### src/rtl/fpga_cfg_pkg.sv
// fpga_cfg_pkg: shared LUT sizing constants and configuration types
package fpga_cfg_pkg;
  localparam int LUT_K = 4;
  localparam int LUT_SIZE = 16;
  typedef logic [LUT_SIZE-1:0] lut_cfg_t;
endpackage

### src/rtl/fpga_mux16.sv
// fpga_mux16: combinational 16:1 mux built as a tree of 2:1 muxes, sel[0] at the leaves
module fpga_mux16 (
  input  logic [15:0] data,
  input  logic [3:0]  sel,
  output logic        y
);
  logic [7:0] l1;
  logic [3:0] l2;
  logic [1:0] l3;
  for (genvar i = 0; i < 8; i++) begin : g_l1
    assign l1[i] = sel[0] ? data[2*i+1] : data[2*i];
  end
  for (genvar i = 0; i < 4; i++) begin : g_l2
    assign l2[i] = sel[1] ? l1[2*i+1] : l1[2*i];
  end
  for (genvar i = 0; i < 2; i++) begin : g_l3
    assign l3[i] = sel[2] ? l2[2*i+1] : l2[2*i];
  end
  assign y = sel[3] ? l3[1] : l3[0];
endmodule

### src/rtl/fpga_4lut_cell.sv
// fpga_4lut_cell: 4-input LUT with a clocked truth-table register and combinational readout
module fpga_4lut_cell
  import fpga_cfg_pkg::*;
#(
  parameter lut_cfg_t RESET_CONFIG = 16'h0000
) (
  input  logic        clk_i,
  input  logic        rst_ni,
  input  logic [15:0] config_i,
  input  logic        config_we_i,
  input  logic        i0_i,
  input  logic        i1_i,
  input  logic        i2_i,
  input  logic        i3_i,
  output logic        lut_o
);
  lut_cfg_t cfg_q;
  logic [LUT_K-1:0] sel;
  always_ff @(posedge clk_i or negedge rst_ni)
    if (!rst_ni) cfg_q <= RESET_CONFIG;
    else if (config_we_i) cfg_q <= config_i;
  assign sel = {i0_i, i1_i, i2_i, i3_i};
  fpga_mux16 u_mux (
    .data (cfg_q),
    .sel  (sel),
    .y    (lut_o)
  );
endmodule

### config.mk
export PLATFORM = sky130hd
export DESIGN_NAME = fpga_4lut_cell
export DESIGN_NICKNAME = d
export VERILOG_FILES = /design/src/rtl/fpga_cfg_pkg.sv /design/src/rtl/fpga_mux16.sv /design/src/rtl/fpga_4lut_cell.sv
export SDC_FILE = /design/constraint.sdc
export NUM_CORES = 1
export LEC_CHECK = 0
export CORE_MARGIN = 1
export CORE_UTILIZATION = 39
export CTS_CLUSTER_DIAMETER = 40
export DETAILED_ROUTE_END_ITERATION = 10
export GPL_TIMING_DRIVEN = 0
export PLACE_DENSITY = 0.77
export SYNTH_ARGS = -nofsm -noshare
export SYNTH_HDL_FRONTEND = slang
export SYNTH_SLANG_ARGS = --single-unit
### constraint.sdc
create_clock -name clk_i -period 1.7 [get_ports clk_i]
set_input_delay 0.51 -clock clk_i [delete_from_list [all_inputs] [get_ports clk_i]]
set_output_delay 0.51 -clock clk_i [all_outputs]
set_load 0.1 [all_outputs]
==> metrics, run 1 <==
outcome=finished with violations; failing checks=setup timing; Slew HR=0.546; y dimension of the die=45.1 um; pre-CTS worst setup slack=-1870 ps; top flop regs=cfg_q (16); Boundary Pins=24; max FFs per register=16; RD Place Congestion=about 0.60; antenna violations before repair=0; # nets final=91; H-tree depth=1; clock tree from TritonCTS=done; Bufs on Longest Clock Path=2; Post-route DRC=0; total power of the final layout=roughly 0.85 mW; DPL Wire Length=944 um; critical setup path kind=flip-flop to output port; Post-Synthesis Cell Area=just over 700 sq um; Worst Hold Class=flip-flop to flip-flop; hold path cells=1; largest net degree at the start of global routing=17; flip-flop and latch count after synthesis=16; WP data arrival=1650 ps; skew final=0 ps; worst path required time=1190 ps; core box area=between 1500 and 2000 sq um; number of library cell types mapped by synthesis=5; setup repair after global routing missed its margin=yes; Die Footprint=slightly above 2000 sq um; Final Cycle Share=1.27; number of cell rows=15; portion of the post-synthesis area used by sequential elements=0.552; number of buffers created by CTS=3; most common library cell in the layout ignoring fill and taps=clkdlybuf4s50_1; ratio of routed vias to standard cells=4.88; max-cap viol count=0; via count of the first global-routing pass=439; syn nets=64; first-pass GRT wire length=between 2000 and 2500 um; Post-DRT Antenna Nets=0; critical path fanouts, max=2; later-pin clock latency in the skew report=280 ps; average cell area after synthesis=approximately 18 sq um; leakage power figure=0.404 nW; pin slew with the least headroom to its limit=679 ps; All-Layer GR Usage=0.145; Starting Density=0.420; number of input and output port buffers inserted=22; width of the die=about 45 um; highest-count cells in the layout ignoring fill and taps=clkdlybuf4s50_1 (19), mux2_2 (16), dfrtp_1 (16); per-cell routed wire length=13.3 um; hold-fix buffer count after cts=0; worst vdd ir=0.387 mV; first-pass iteration count of the detailed router=2; fraction of layout cells with a size suffix above 1=0.455; minimum hold slack=a little over 500 ps; register containing the most flip-flops in the final layout=cfg_q; Register-to-Register Path Depth=1; total power per unit cell area=840 nW/um^2; Final Critical Period=around 2200 ps; total overflow reported by the global router=0; crit path capture type=output port; count of antenna diodes in the layout=0; number of slew-limit violations in the final report=0; number of warnings reported in the yosys synthesis log=0; slack of the critical path=-464 ps; routed wire length=between 1000 and 1500 um; final count of negative-setup-slack endpoints=1; number of hold violations in the final report=0; instance count of the mapped netlist=41; number of DRC markers in iteration 0=1; CTS root buf=clkbuf_4; type of origin of the critical path=flip-flop; layout-stage area growth over the synthesis result=39.5%; vias post-DR=approximately 440; Fmax=462 MHz; clock-pin transition on the worst setup and hold timing paths=about 80 ps; number of clock sinks=16
worst max-delay path, stage by stage, from the launching register on:
cell,delay (ps)
dfrtp_1,390
mux4_2,480
mux2i_2,220
mux2i_4,110
buf_12,170
power by group:
part / total, mW / leakage [nW] / switching, mW / internal [mW]
sequential: 0.438 / 0.187 / 0.0195 / 0.418
clock: 0.193 / 0.0138 / 0.111 / 0.0823
combinational: 0.220 / 0.203 / 0.0889 / 0.131
per-stage QoR:
step / cell area (sq um) / util / std cells / setup TNS, ps
after detailed placement: 986 / 0.571 / 88 / -1870
final: 1010 / 0.586 / 91 / -464
after floorplan: 734 / - / 41 / -348
after global routing: 1010 / 0.586 / 91 / -530
after CTS: 1010 / 0.586 / 91 / -488
after global placement: 986 / 0.571 / 88 / -1880
cell type report:
| cell class | count | area [sq um] |
|---|---|---|
| clock buffers | 3 | 22.5 |
| plain buffers | 2 | 10.0 |
| multi-input cells | 23 | 320 |
| well taps | 25 | 31.3 |
| repair buffers | 22 | 228 |
| flip-flops and latches | 16 | 400 |
| fillers | 159 | 714 |
kinds of logic after synthesis:
group / synth area share
buf+inv: 0.0138
flops: 0.552
mux: 0.434
repair_timing:
item,in CTS,in global routing
buffers inserted,0,0
gates cloned,0,0
gates resized for setup,20,0
setup endpoints to repair,1,1
metal layers:
metal,routed length (um),vias up,part of all wire,GRT usage
met3,67,4,0.056,0.0280
met1,511,221,0.42,0.201
li1,-,205,-,-
met4,25,0,0.021,0.109
met2,601,14,0.50,0.200
met5,0,-,0,0
synthesized netlist by cell type:
cell	n	area, sq um
buf_2	2	10.0
dfrtp_1	16	400
mux2_2	16	180
mux4_1	4	105
mux2i_1	3	30.0
final timing paths:
| check | startpoint | end | slack (ps) |
|---|---|---|---|
| worst max register to register | cfg_q[12] | cfg_q[12] | 940 |
| min in group asynchronous | rst_ni | cfg_q[9] | 630 |
| max in group asynchronous | rst_ni | cfg_q[4] | 640 |
| worst min register to register | cfg_q[10] | cfg_q[10] | 510 |
| worst max-delay path | cfg_q[7] | lut_o | -460 |
| worst min-delay path | cfg_q[10] | cfg_q[10] | 510 |
(Power assumes the default switching activity.)
==> inputs of run 2 (changes only) <==
--- a/config.mk
+++ b/config.mk
@@ -5,12 +5,13 @@
 export SDC_FILE = /design/constraint.sdc
 export NUM_CORES = 1
 export LEC_CHECK = 0
+export ABC_AREA = 1
 export CORE_MARGIN = 1
-export CORE_UTILIZATION = 39
+export CORE_UTILIZATION = 41
 export CTS_CLUSTER_DIAMETER = 40
 export DETAILED_ROUTE_END_ITERATION = 10
 export GPL_TIMING_DRIVEN = 0
-export PLACE_DENSITY = 0.77
+export PLACE_DENSITY = 0.78
 export SYNTH_ARGS = -nofsm -noshare
 export SYNTH_HDL_FRONTEND = slang
 export SYNTH_SLANG_ARGS = --single-unit
==> run 2 against run 1 <==
- the flow still finishes with violations (setup timing)
- design area increased by 20%
- wire length increased by 53%
- synthesized cell count increased to 2.5 times the previous value
- first-iteration DRC count increased to 13 times the previous value
- clock power increased by 4%
- via count increased by 72%
- cell count increased by 71%
- global-route usage increased by 4.3 points
- combinational power increased by 17%
- clock-buffer cell count unchanged
- power increased by 4.1%
- core utilization increased by 9.3 points
- highest routed layer unchanged
==> metrics, run 2 <==
number of clock sinks=16; core box area=between 1500 and 2000 sq um; critical path fanouts, max=5; Slew HR=0.516; number of warnings reported in the yosys synthesis log=0; Die Footprint=roughly 2200 sq um; cell with the most instances after synthesis=nand2_1; final setup TNS=-95.1 ps; via count of the first global-routing pass=about 680; routed wire length=1850 um; worst vdd ir=between 0.4 and 0.5 mV; Highest Signal Layer=met4; hold-fix buffer count after cts=0; instance count of the mapped netlist=103; minimum hold slack=512 ps; portion of the post-synthesis area used by sequential elements=0.494; Met3 Routed Length=101 um; per-cell routed wire length=about 12 um; number of library cell types mapped by synthesis=11; average cell area after synthesis=a little under 8 sq um; pin slew with the least headroom to its limit=723 ps; CTS root buf=clkbuf_4; number of buffers created by CTS=3; Top cell by count, worst path=nand3_2; cell type with the highest aggregate area in the netlist=dfrtp_1; number of enable flip-flop cells after synthesis=0; WP data arrival=1290 ps; antenna violations before repair=0; later-pin clock latency in the skew report=~290 ps; layout-stage area growth over the synthesis result=49.4%; max-cap viol count=0; crit path capture type=output port; largest cells by area after synthesis=dfrtp_1 (49%), nand2_1 (13%), o21ai_1 (9.9%); number of hold violations in the final report=0; Worst Hold Class=flip-flop to flip-flop; Top FF cell, synth=dfrtp_1; clock-pin transition on the worst setup and hold timing paths=around 90 ps; number of input and output port buffers inserted=22; number of DRC markers in iteration 0=13; Final Cycle Share=1.06; flip-flop and latch count after synthesis=16; setup repair after global routing missed its margin=yes; Bufs on Longest Clock Path=2; pre-CTS worst setup slack=-1530 ps; top-area cell type share of the netlist area=0.494; stage delay of the slowest cell on the critical path=approximately 160 ps; final count of negative-setup-slack endpoints=1; register containing the most flip-flops in the final layout=cfg_q; clock tree from TritonCTS=done; post-layout utilization of the core=0.679; Post-Synthesis Cell Area=between 800 and 900 sq um; Boundary Pins=24; met2 wire length=roughly 890 um; failing checks=setup timing; Fmax=557 MHz; first-pass GRT wire length=roughly 2800 um; skew final=0 ps; outcome=finished with violations; slack of the critical path=-95.1 ps; total power per unit cell area=between 700 and 800 nW/um^2; syn nets=approximately 130; ranking of synthesized cells by instance count=nand2_1 (28), dfrtp_1 (16), o21ai_1 (16), inv_1 (12), nand3_1 (11); Starting Density=0.455; max FFs per register=16; largest net degree at the start of global routing=17; RD Place Congestion=between 0.7 and 0.8; DPL Wire Length=~1200 um; y dimension of the die=46.5 um; ratio of routed vias to standard cells=around 4.9; critical setup path kind=primary input to output port; count of antenna diodes in the layout=0; most common library cell in the layout ignoring fill and taps=nand2_1; highest-count cells in the layout ignoring fill and taps=nand2_1 (24), clkdlybuf4s50_1 (18), o21ai_1 (16), dfrtp_1 (16), inv_2 (13); number of cell rows=15; leakage power figure=between 0.5 and 0.6 nW; width of the die=approximately 46 um; worst path required time=around 1200 ps; top flop regs=cfg_q (16); total routed wire length on the met1 layer=between 800 and 900 um; Final Critical Period=1800 ps; fraction of layout cells with a size suffix above 1=0.389; vias post-DR=around 760; number of slew-limit violations in the final report=0; Critical Path, Cell by Cell=buf_2 > inv_4 > nand3_2 > nand3_2 > nand3_4 > nand2_8 > buf_12; H-tree depth=1; Post-DRT Antenna Nets=0; total overflow reported by the global router=0; type of origin of the critical path=primary input; share of flip-flops with an asynchronous set or reset=1.00; Post-route DRC=0; first-pass iteration count of the detailed router=4; # nets final=roughly 160; buffer and inverter count on the worst path=3; Largest delay share family, worst path=buffers and inverters; All-Layer GR Usage=0.188; slowest stage cell on the critical path=buf_2
==> run 2: final timing paths <==
check | from | to | slack, ps | cells after the start
min in group asynchronous | rst_ni | cfg_q[2] | 650 | 1
setup reg to reg | cfg_q[1] | cfg_q[1] | 1000 | 3
setup / recovery | i2_i | lut_o | -100 | 7
hold reg to reg | cfg_q[9] | cfg_q[9] | 510 | 2
max in group asynchronous | rst_ni | cfg_q[4] | 600 | 1
hold / removal | cfg_q[9] | cfg_q[9] | 510 | 2
==> run 2: what timing repair did <==
action                                  in CTS  in global routing
buffers inserted                             1                  2
pin swaps                                    6                  7
resized for setup                           25                 16
endpoints found under the setup margin       1                  1
==> run 2: worst reg2reg max path, stage by stage, from the launching register on <==
cell and delay (ps):
dfrtp_1 390, inv_2 70, buf_4 100, o21ai_1 50
==> run 2: per-stage QoR <==
| step | total power, mW | instances | area [sq um] |
|---|---|---|---|
| final | 0.886 | 156 | 1210 |
| after CTS | 0.859 | 154 | 1150 |
| after floorplan | 0.562 | 103 | 837 |
| after global placement | 0.644 | 150 | 1090 |
| after detailed placement | 0.647 | 150 | 1090 |
| after global routing | 0.938 | 156 | 1210 |
==> run 2: area by class of cell <==
| type | count | area (sq um) |
|---|---|---|
| multi-input cells | 63 | 395 |
| clock buffers | 3 | 22.5 |
| fillers | 134 | 572 |
| plain buffers | 4 | 35.0 |
| inverters | 20 | 85.1 |
| repair buffers | 25 | 241 |
| well taps | 25 | 31.3 |
| flip-flops and latches | 16 | 400 |
==> run 2: kinds of logic (layout without fill, tap and decap cells) <==
| kind of cell | count (synthesis) | after routing | synth area share |
|---|---|---|---|
| AOI/OAI and AO/OA | 16 | 16 | 0.0988 |
| and+or+nand+nor | 47 | 47 | 0.273 |
| DFF | 16 | 16 | 0.494 |
| buffers and inverters | 24 | 52 | 0.134 |
==> run 2: report_power, final <==
| group | internal, mW | switching, mW | leakage [nW] |
|---|---|---|---|
| sequential | 0.414 | 0.0133 | 0.194 |
| clock | 0.0825 | 0.119 | 0.0138 |
| combinational | 0.118 | 0.140 | 0.372 |
==> run 2: routing by layer <==
metal	vias to the layer above	global-route usage
met1	357	0.229
li1	375	-
met4	0	0.124
met2	26	0.303
met5	-	0
met3	5	0.0275
